## src/rtl/inst_dec.sv

```systemverilog
// inst_dec: RV32I instruction field decoder with a valid/ready handshake.
// One registered stage: fields are decoded from the accepted word and held
// until the consumer takes them. Two saturating counters track accepted and
// illegal instructions.
// Optional feature macro: INST_DEC_SEXT_EN. When defined, imm32 carries the
// sign-extended byte offset for the decoded class. When undefined, imm32 is 0
// and no extension logic is built.
module inst_dec #(
  parameter int CNT_W = 16
) (
  input  logic             clk,
  input  logic             rst,
  input  logic             in_valid,
  output logic             in_ready,
  input  logic [31:0]      inst,
  output logic             out_valid,
  input  logic             out_ready,
  output logic [3:0]       inst_sel,
  output logic             illegal,
  output logic [4:0]       rs1,
  output logic [4:0]       rs2,
  output logic [4:0]       rd,
  output logic [2:0]       func3,
  output logic [11:0]      immi,
  output logic [11:0]      imms,
  output logic [11:0]      immb,
  output logic [19:0]      immu,
  output logic [19:0]      immuj,
  output logic [31:0]      imm32,
  output logic [CNT_W-1:0] dec_cnt,
  output logic [CNT_W-1:0] ill_cnt
);

  // Class codes as seen by the generator and the datapath.
  typedef enum logic [3:0] {
    CLS_ILL = 4'd0,
    CLS_R0  = 4'd1,
    CLS_R1  = 4'd2,
    CLS_I   = 4'd3,
    CLS_L   = 4'd4,
    CLS_S   = 4'd5,
    CLS_B   = 4'd6,
    CLS_U   = 4'd7,
    CLS_UJ  = 4'd8
  } cls_t;

  localparam logic [6:0] OP_R  = 7'b0110011;
  localparam logic [6:0] OP_I  = 7'b0010011;
  localparam logic [6:0] OP_L  = 7'b0000011;
  localparam logic [6:0] OP_S  = 7'b0100011;
  localparam logic [6:0] OP_B  = 7'b1100011;
  localparam logic [6:0] OP_U  = 7'b0110111;
  localparam logic [6:0] OP_UJ = 7'b1101111;

  localparam logic [6:0] F7_BASE = 7'b0000000;
  localparam logic [6:0] F7_ALT  = 7'b0100000;

  // Counter increment that sticks at all-ones instead of wrapping.
  function automatic logic [CNT_W-1:0] sat_inc(input logic [CNT_W-1:0] v);
    return (&v) ? v : v + 1'b1;
  endfunction

`ifdef INST_DEC_SEXT_EN
  function automatic logic signed [31:0] sext12(input logic [11:0] v);
    return {{20{v[11]}}, v};
  endfunction

  function automatic logic signed [31:0] sext13(input logic [12:0] v);
    return {{19{v[12]}}, v};
  endfunction

  function automatic logic signed [31:0] sext21(input logic [20:0] v);
    return {{11{v[20]}}, v};
  endfunction
`endif

  logic accept;
  logic xfer;

  // ---- stage p0: combinational decode of the presented word ----
  cls_t        sel_p0;
  logic        ill_p0;
  logic [4:0]  rs1_p0;
  logic [4:0]  rs2_p0;
  logic [4:0]  rd_p0;
  logic [2:0]  func3_p0;
  logic [11:0] immi_p0;
  logic [11:0] imms_p0;
  logic [11:0] immb_p0;
  logic [19:0] immu_p0;
  logic [19:0] immuj_p0;

  // Register and immediate fields are extracted raw for every class; the
  // consumer decides which ones matter by looking at inst_sel.
  assign rs1_p0   = inst[19:15];
  assign rs2_p0   = inst[24:20];
  assign rd_p0    = inst[11:7];
  assign func3_p0 = inst[14:12];
  assign immi_p0  = inst[31:20];
  assign imms_p0  = {inst[31:25], inst[11:7]};
  assign immb_p0  = {inst[31], inst[7], inst[30:25], inst[11:8]};
  assign immu_p0  = inst[31:12];
  assign immuj_p0 = {inst[31], inst[19:12], inst[20], inst[30:21]};

  // Opcode and func7 to class code; anything unrecognised is illegal.
  always_comb begin
    sel_p0 = CLS_ILL;
    unique case (inst[6:0])
      OP_R: begin
        if (inst[31:25] == F7_BASE)     sel_p0 = CLS_R0;
        else if (inst[31:25] == F7_ALT) sel_p0 = CLS_R1;
        else                            sel_p0 = CLS_ILL;
      end
      OP_I:    sel_p0 = CLS_I;
      OP_L:    sel_p0 = CLS_L;
      OP_S:    sel_p0 = CLS_S;
      OP_B:    sel_p0 = CLS_B;
      OP_U:    sel_p0 = CLS_U;
      OP_UJ:   sel_p0 = CLS_UJ;
      default: sel_p0 = CLS_ILL;
    endcase
  end

  assign ill_p0 = (sel_p0 == CLS_ILL);

`ifdef INST_DEC_SEXT_EN
  logic [31:0] imm32_p0;

  // Byte-offset immediate chosen by class; B and UJ store imm[n:1] so the
  // implicit zero LSB is restored before extension.
  always_comb begin
    imm32_p0 = '0;
    case (sel_p0)
      CLS_I, CLS_L: imm32_p0 = sext12(immi_p0);
      CLS_S:        imm32_p0 = sext12(imms_p0);
      CLS_B:        imm32_p0 = sext13({immb_p0, 1'b0});
      CLS_U:        imm32_p0 = {immu_p0, 12'h000};
      CLS_UJ:       imm32_p0 = sext21({immuj_p0, 1'b0});
      default:      imm32_p0 = '0;
    endcase
  end
`endif

  // The only input-to-output path: ready whenever the output slot is empty
  // or being drained this cycle.
  assign in_ready = !out_valid | out_ready;
  assign accept   = in_valid & in_ready;
  assign xfer     = out_valid & out_ready;

  // ---- stage p1: registered decode results ----
  logic        vld_p1;
  logic [3:0]  sel_p1;
  logic        ill_p1;
  logic [4:0]  rs1_p1;
  logic [4:0]  rs2_p1;
  logic [4:0]  rd_p1;
  logic [2:0]  func3_p1;
  logic [11:0] immi_p1;
  logic [11:0] imms_p1;
  logic [11:0] immb_p1;
  logic [19:0] immu_p1;
  logic [19:0] immuj_p1;

  // Load a new result on accept, otherwise drop valid once it is taken;
  // while stalled nothing changes.
  always_ff @(posedge clk) begin
    if (rst) begin
      vld_p1   <= 1'b0;
      sel_p1   <= CLS_ILL;
      ill_p1   <= 1'b0;
      rs1_p1   <= '0;
      rs2_p1   <= '0;
      rd_p1    <= '0;
      func3_p1 <= '0;
      immi_p1  <= '0;
      imms_p1  <= '0;
      immb_p1  <= '0;
      immu_p1  <= '0;
      immuj_p1 <= '0;
    end else if (accept) begin
      vld_p1   <= 1'b1;
      sel_p1   <= sel_p0;
      ill_p1   <= ill_p0;
      rs1_p1   <= rs1_p0;
      rs2_p1   <= rs2_p0;
      rd_p1    <= rd_p0;
      func3_p1 <= func3_p0;
      immi_p1  <= immi_p0;
      imms_p1  <= imms_p0;
      immb_p1  <= immb_p0;
      immu_p1  <= immu_p0;
      immuj_p1 <= immuj_p0;
    end else if (xfer) begin
      vld_p1   <= 1'b0;
    end
  end

`ifdef INST_DEC_SEXT_EN
  logic [31:0] imm32_p1;

  // Extended immediate follows the same load/hold rule as the other fields.
  always_ff @(posedge clk) begin
    if (rst)         imm32_p1 <= '0;
    else if (accept) imm32_p1 <= imm32_p0;
  end

  assign imm32 = imm32_p1;
`else
  assign imm32 = '0;
`endif

  logic [CNT_W-1:0] dec_cnt_p1;
  logic [CNT_W-1:0] ill_cnt_p1;

  // Count accepted words and accepted illegal words, saturating.
  always_ff @(posedge clk) begin
    if (rst) begin
      dec_cnt_p1 <= '0;
      ill_cnt_p1 <= '0;
    end else if (accept) begin
      dec_cnt_p1 <= sat_inc(dec_cnt_p1);
      if (ill_p0) ill_cnt_p1 <= sat_inc(ill_cnt_p1);
    end
  end

  assign out_valid = vld_p1;
  assign inst_sel  = sel_p1;
  assign illegal   = ill_p1;
  assign rs1       = rs1_p1;
  assign rs2       = rs2_p1;
  assign rd        = rd_p1;
  assign func3     = func3_p1;
  assign immi      = immi_p1;
  assign imms      = imms_p1;
  assign immb      = immb_p1;
  assign immu      = immu_p1;
  assign immuj     = immuj_p1;
  assign dec_cnt   = dec_cnt_p1;
  assign ill_cnt   = ill_cnt_p1;

endmodule

```

## config.mk

```make
export PLATFORM = sky130hd
export DESIGN_NAME = inst_dec
export DESIGN_NICKNAME = d
export VERILOG_FILES = /design/src/rtl/inst_dec.sv
export SDC_FILE = /design/constraint.sdc
export NUM_CORES = 1
export LEC_CHECK = 0
export CAP_MARGIN = 20
export CORE_AREA = 10 10 98 117
export CTS_BUF_LIST = sky130_fd_sc_hd__clkbuf_16
export DETAILED_ROUTE_END_ITERATION = 10
export DIE_AREA = 0 0 108 127
export PLACE_DENSITY = 0.93
export RECOVER_POWER = 50
export SYNTH_ARGS = -nofsm -noshare
export SYNTH_HDL_FRONTEND = slang
export SYNTH_SLANG_ARGS = --single-unit
```

## constraint.sdc

```tcl
create_clock -name clk -period 5 [get_ports clk]
set_input_delay 0.75 -clock clk [delete_from_list [all_inputs] [get_ports clk]]
set_output_delay 0.75 -clock clk [all_outputs]
set_load 0.005 [all_outputs]
```

==> impl_results.md <==
- Status: completed
- Setup crit end kind: register
- First DRT Iteration DRCs: 129
- First-pass GRT wire length: 16.17 mm
- DR pass1 iterations: 4
- Crit-path max cell delay: 0.63 ns
- Setup crit start: out_ready
- Cells after Synth: between 400 and 500
- Period utilisation layout: 0.6152
- Routed wire length: 10.69 mm
- Reg2Reg Setup Slack: 2.60 ns
- CTS Buffer Depth: 2
- Ys flop type: dfxtp_1
- Io pins: 201
- Max-Cap Viols: 0
- Num rows: 39
- Initial antenna violation count: 0
- CP Cell Sequence: dlygate4sd3_1 -> nand2b_1 -> and2_2 -> o311ai_4 -> or4_1 -> a21oi_1
- Final Setup Violations: 0
- RSZ-0062 raised after global routing: no
- Share of the synthesized area in the top cell type: 0.3444
- Largest cells by area after synthesis: dfxtp_1 (34%), buf_4 (21%), nand2_1 (7.1%)
- Synth async-reset ratio: 0
- Critical Path RT: 5.25 ns
- R2R Path Start: out_valid
- CP max-delay cell: or4_1
- Peak Freq: 325.1 MHz
- TritonCTS buffer count: 9
- Synthesized area: 3662 um^2
- Cell Pwr Density: 262.7 nW/um^2
- Final core utilization: 0.5391
- Clk sinks: 63
- R2r endpoint: ill_cnt[9]
- WP data arrival: around 3.3 ns
- Area Growth Syn to Fin: 37.21%
- Worst slew margin: 0.3813
- Number of synthesized flops with an enable pin: 0
- LEAKAGE: 0.002061 uW
- Hold Violations, Final: 0
- Max-slew violations: 0
- GPL Wtd Cong: 0.7982
- GRT Total Usage: 0.1463
- Routed Antenna Nets: 0
- PortBufs: about 170
- Tmin final: 3.076 ns
- Synth cell types: 49
- Yosys top cell by area: dfxtp_1
- Crit-path max FO: 33
- Ys Warns: 0
- Clk slew on worst S/H paths: 0.05 ns
- DRC errors left: 0
- Fin nets: 579
- Initial core utilization: 0.3929
- Die area: roughly 14000 um^2
- Share of layout cells above drive strength 1: 0.06239
- Peak supply drop: between 0.15 and 0.2 mV
- Die height: about 130 um
- Post-DR wirelength/cell: 16.00 um
- Chip width: 108 um
- Core Region: between 9000 and 10000 um^2
- Skew-Pair Late Insertion Delay: 0.32 ns
- Sequential-to-total area share from yosys stat: 0.3444
- Hold crit path type: reg2reg
- Cts hold-fix bufs: 0
- Syn avg cell area: 8.156 um^2
- Final Skew: 0.007228 ns
- R2R depth: 5
- CTS tree: yes
- Yosys reg bits: 63
- Post-CTS setup buffers: 0
- Crit path capture: ill_cnt[9]
- Avg Vias per Cell: roughly 4.9
- Grt ovf: 0
- H-Tree Level Count: 3
- Vias: 3282
- Antenna cells: 0
- Final setup TNS: 0 ns
- HPWL Detailed: 8.303 mm
- Largest net degree at the start of global routing: 69
- Startpoint types: input pin
- Post-cts gate resize count: 0
- Clock Root Buffer: clkbuf_16
- Number of global-route vias before repair: about 3200
- Worst-margin pin slew: 0.9258 ns
- Critical path class: in2reg
## power breakdown
part / switching, uW / internal (uW) / total [uW]
registers: 17.9 / 520 / 538
logic: 83.8 / 110 / 194
clock network: 212 / 376 / 588
## how the worst min path moves through the flow
| stage | startpoint | endpoint | slack, ns | depth (start not counted) |
|---|---|---|---|---|
| floorplan | inst_sel[2] | inst_sel[2] | 0.45 | 2 |
| global placement | inst_sel[2] | inst_sel[2] | 0.45 | 2 |
| detailed placement | inst_sel[2] | inst_sel[2] | 0.45 | 2 |
| global route | inst_sel[2] | inst_sel[2] | 0.48 | 2 |
| CTS | inst_sel[2] | inst_sel[2] | 0.46 | 2 |
| finish | inst_sel[2] | inst_sel[2] | 0.46 | 2 |
## placed cells by master (no fill, tap or decap), drive strengths merged, types with 5 or more instances in the layout
| cell | count |
|---|---|
| nand4 | 8 |
| clkbuf | 9 |
| a21oi | 42 |
| nand2 | 69 |
| nor3 | 11 |
| clkinv | 5 |
| inv | 5 |
| o21ai | 5 |
| clkdlybuf4s50 | 73 |
| o31ai | 10 |
| dlygate4sd3 | 94 |
| nor2 | 27 |
| or4 | 9 |
| dfxtp | 63 |
| conb | 32 |
| xnor2 | 13 |
| nand3 | 8 |
| a211oi | 5 |
## state kept, by name, indices dropped and copies added, names as in the netlist, 2 cells and up
name,cells
rs2,4
rd,4
rs1,4
inst_sel,4
dec_cnt,16
ill_cnt,16
immu,2
immi,8
func3,2
## layer usage
metal  part of all wire  routed length, um  global-route usage  vias to the layer above
met2               0.50               5357              0.2543                      177
met3               0.11               1164             0.05785                       11
li1                   -                  -                   -                     1592
met4              0.012                129             0.04882                        0
met5                  0                  0                   0                        -
met1               0.38               4039              0.1568                     1502
## logic make-up after synthesis
group | count (synthesis) | synth area share
AO/OA/AOI/OAI | 72 | 0.1230
buffers and inverters | 125 | 0.2446
flip-flops | 63 | 0.3444
other | 1 | 0.001024
AND/OR/NAND/NOR | 167 | 0.2313
XOR/XNOR | 13 | 0.03109
adder cells (fa/ha/maj) | 2 | 0.006832
multiplexers | 6 | 0.01776
## cells in the mapped netlist (2+ instances only)
cell type,count
buf_4,101
nand2_1,69
dfxtp_1,63
a21oi_1,42
nor2_1,27
xnor2_1,13
clkbuf_1,12
nor3_1,11
o31ai_1,10
or4_1,9
nand3_1,8
nand4_1,8
inv_1,5
o21ai_0,5
a211oi_1,4
mux2_2,4
nor2b_1,4
nor4_1,4
a31oi_1,3
and2_2,3
and3_1,3
clkbuf_8,3
nand2b_1,3
nor4b_1,3
and3b_2,2
and4_1,2
and4_2,2
buf_6,2
ha_1,2
mux2i_1,2
or3_1,2
## per-stage QoR
step / power [uW] / instance area, um^2 / setup WS (ns) / instances / hold slack, ns
floorplan: 678.3 / 3779 / 2.659 / 480 / 0.4483
global placement: 752.6 / 4747 / 1.719 / 653 / 0.4486
detailed placement: 759.8 / 4747 / 1.627 / 653 / 0.4520
CTS: 1351 / 5025 / 1.972 / 668 / 0.4589
global route: 1377 / 5025 / 1.679 / 668 / 0.4804
finish: 1320 / 5025 / 1.924 / 668 / 0.4553
## final cells by class
class | count | area (um^2)
Timing Repair Buffer | 170 | 1692
Sequential cell | 63 | 1261
Fill cell | 836 | 4295
Clock buffer | 9 | 225.2
Clock inverter | 6 | 52.55
Inverter | 5 | 18.77
Tap cell | 123 | 153.9
Multi-Input combinational cell | 292 | 1622
## critical path, delay by kind of cell
family,cells,cell delay (ns)
AO/OA/AOI/OAI,2,0.60
AND/OR/NAND/NOR,3,1.43
buffers and inverters,1,0.52
Note: power is estimated with default switching activity, not from simulation.
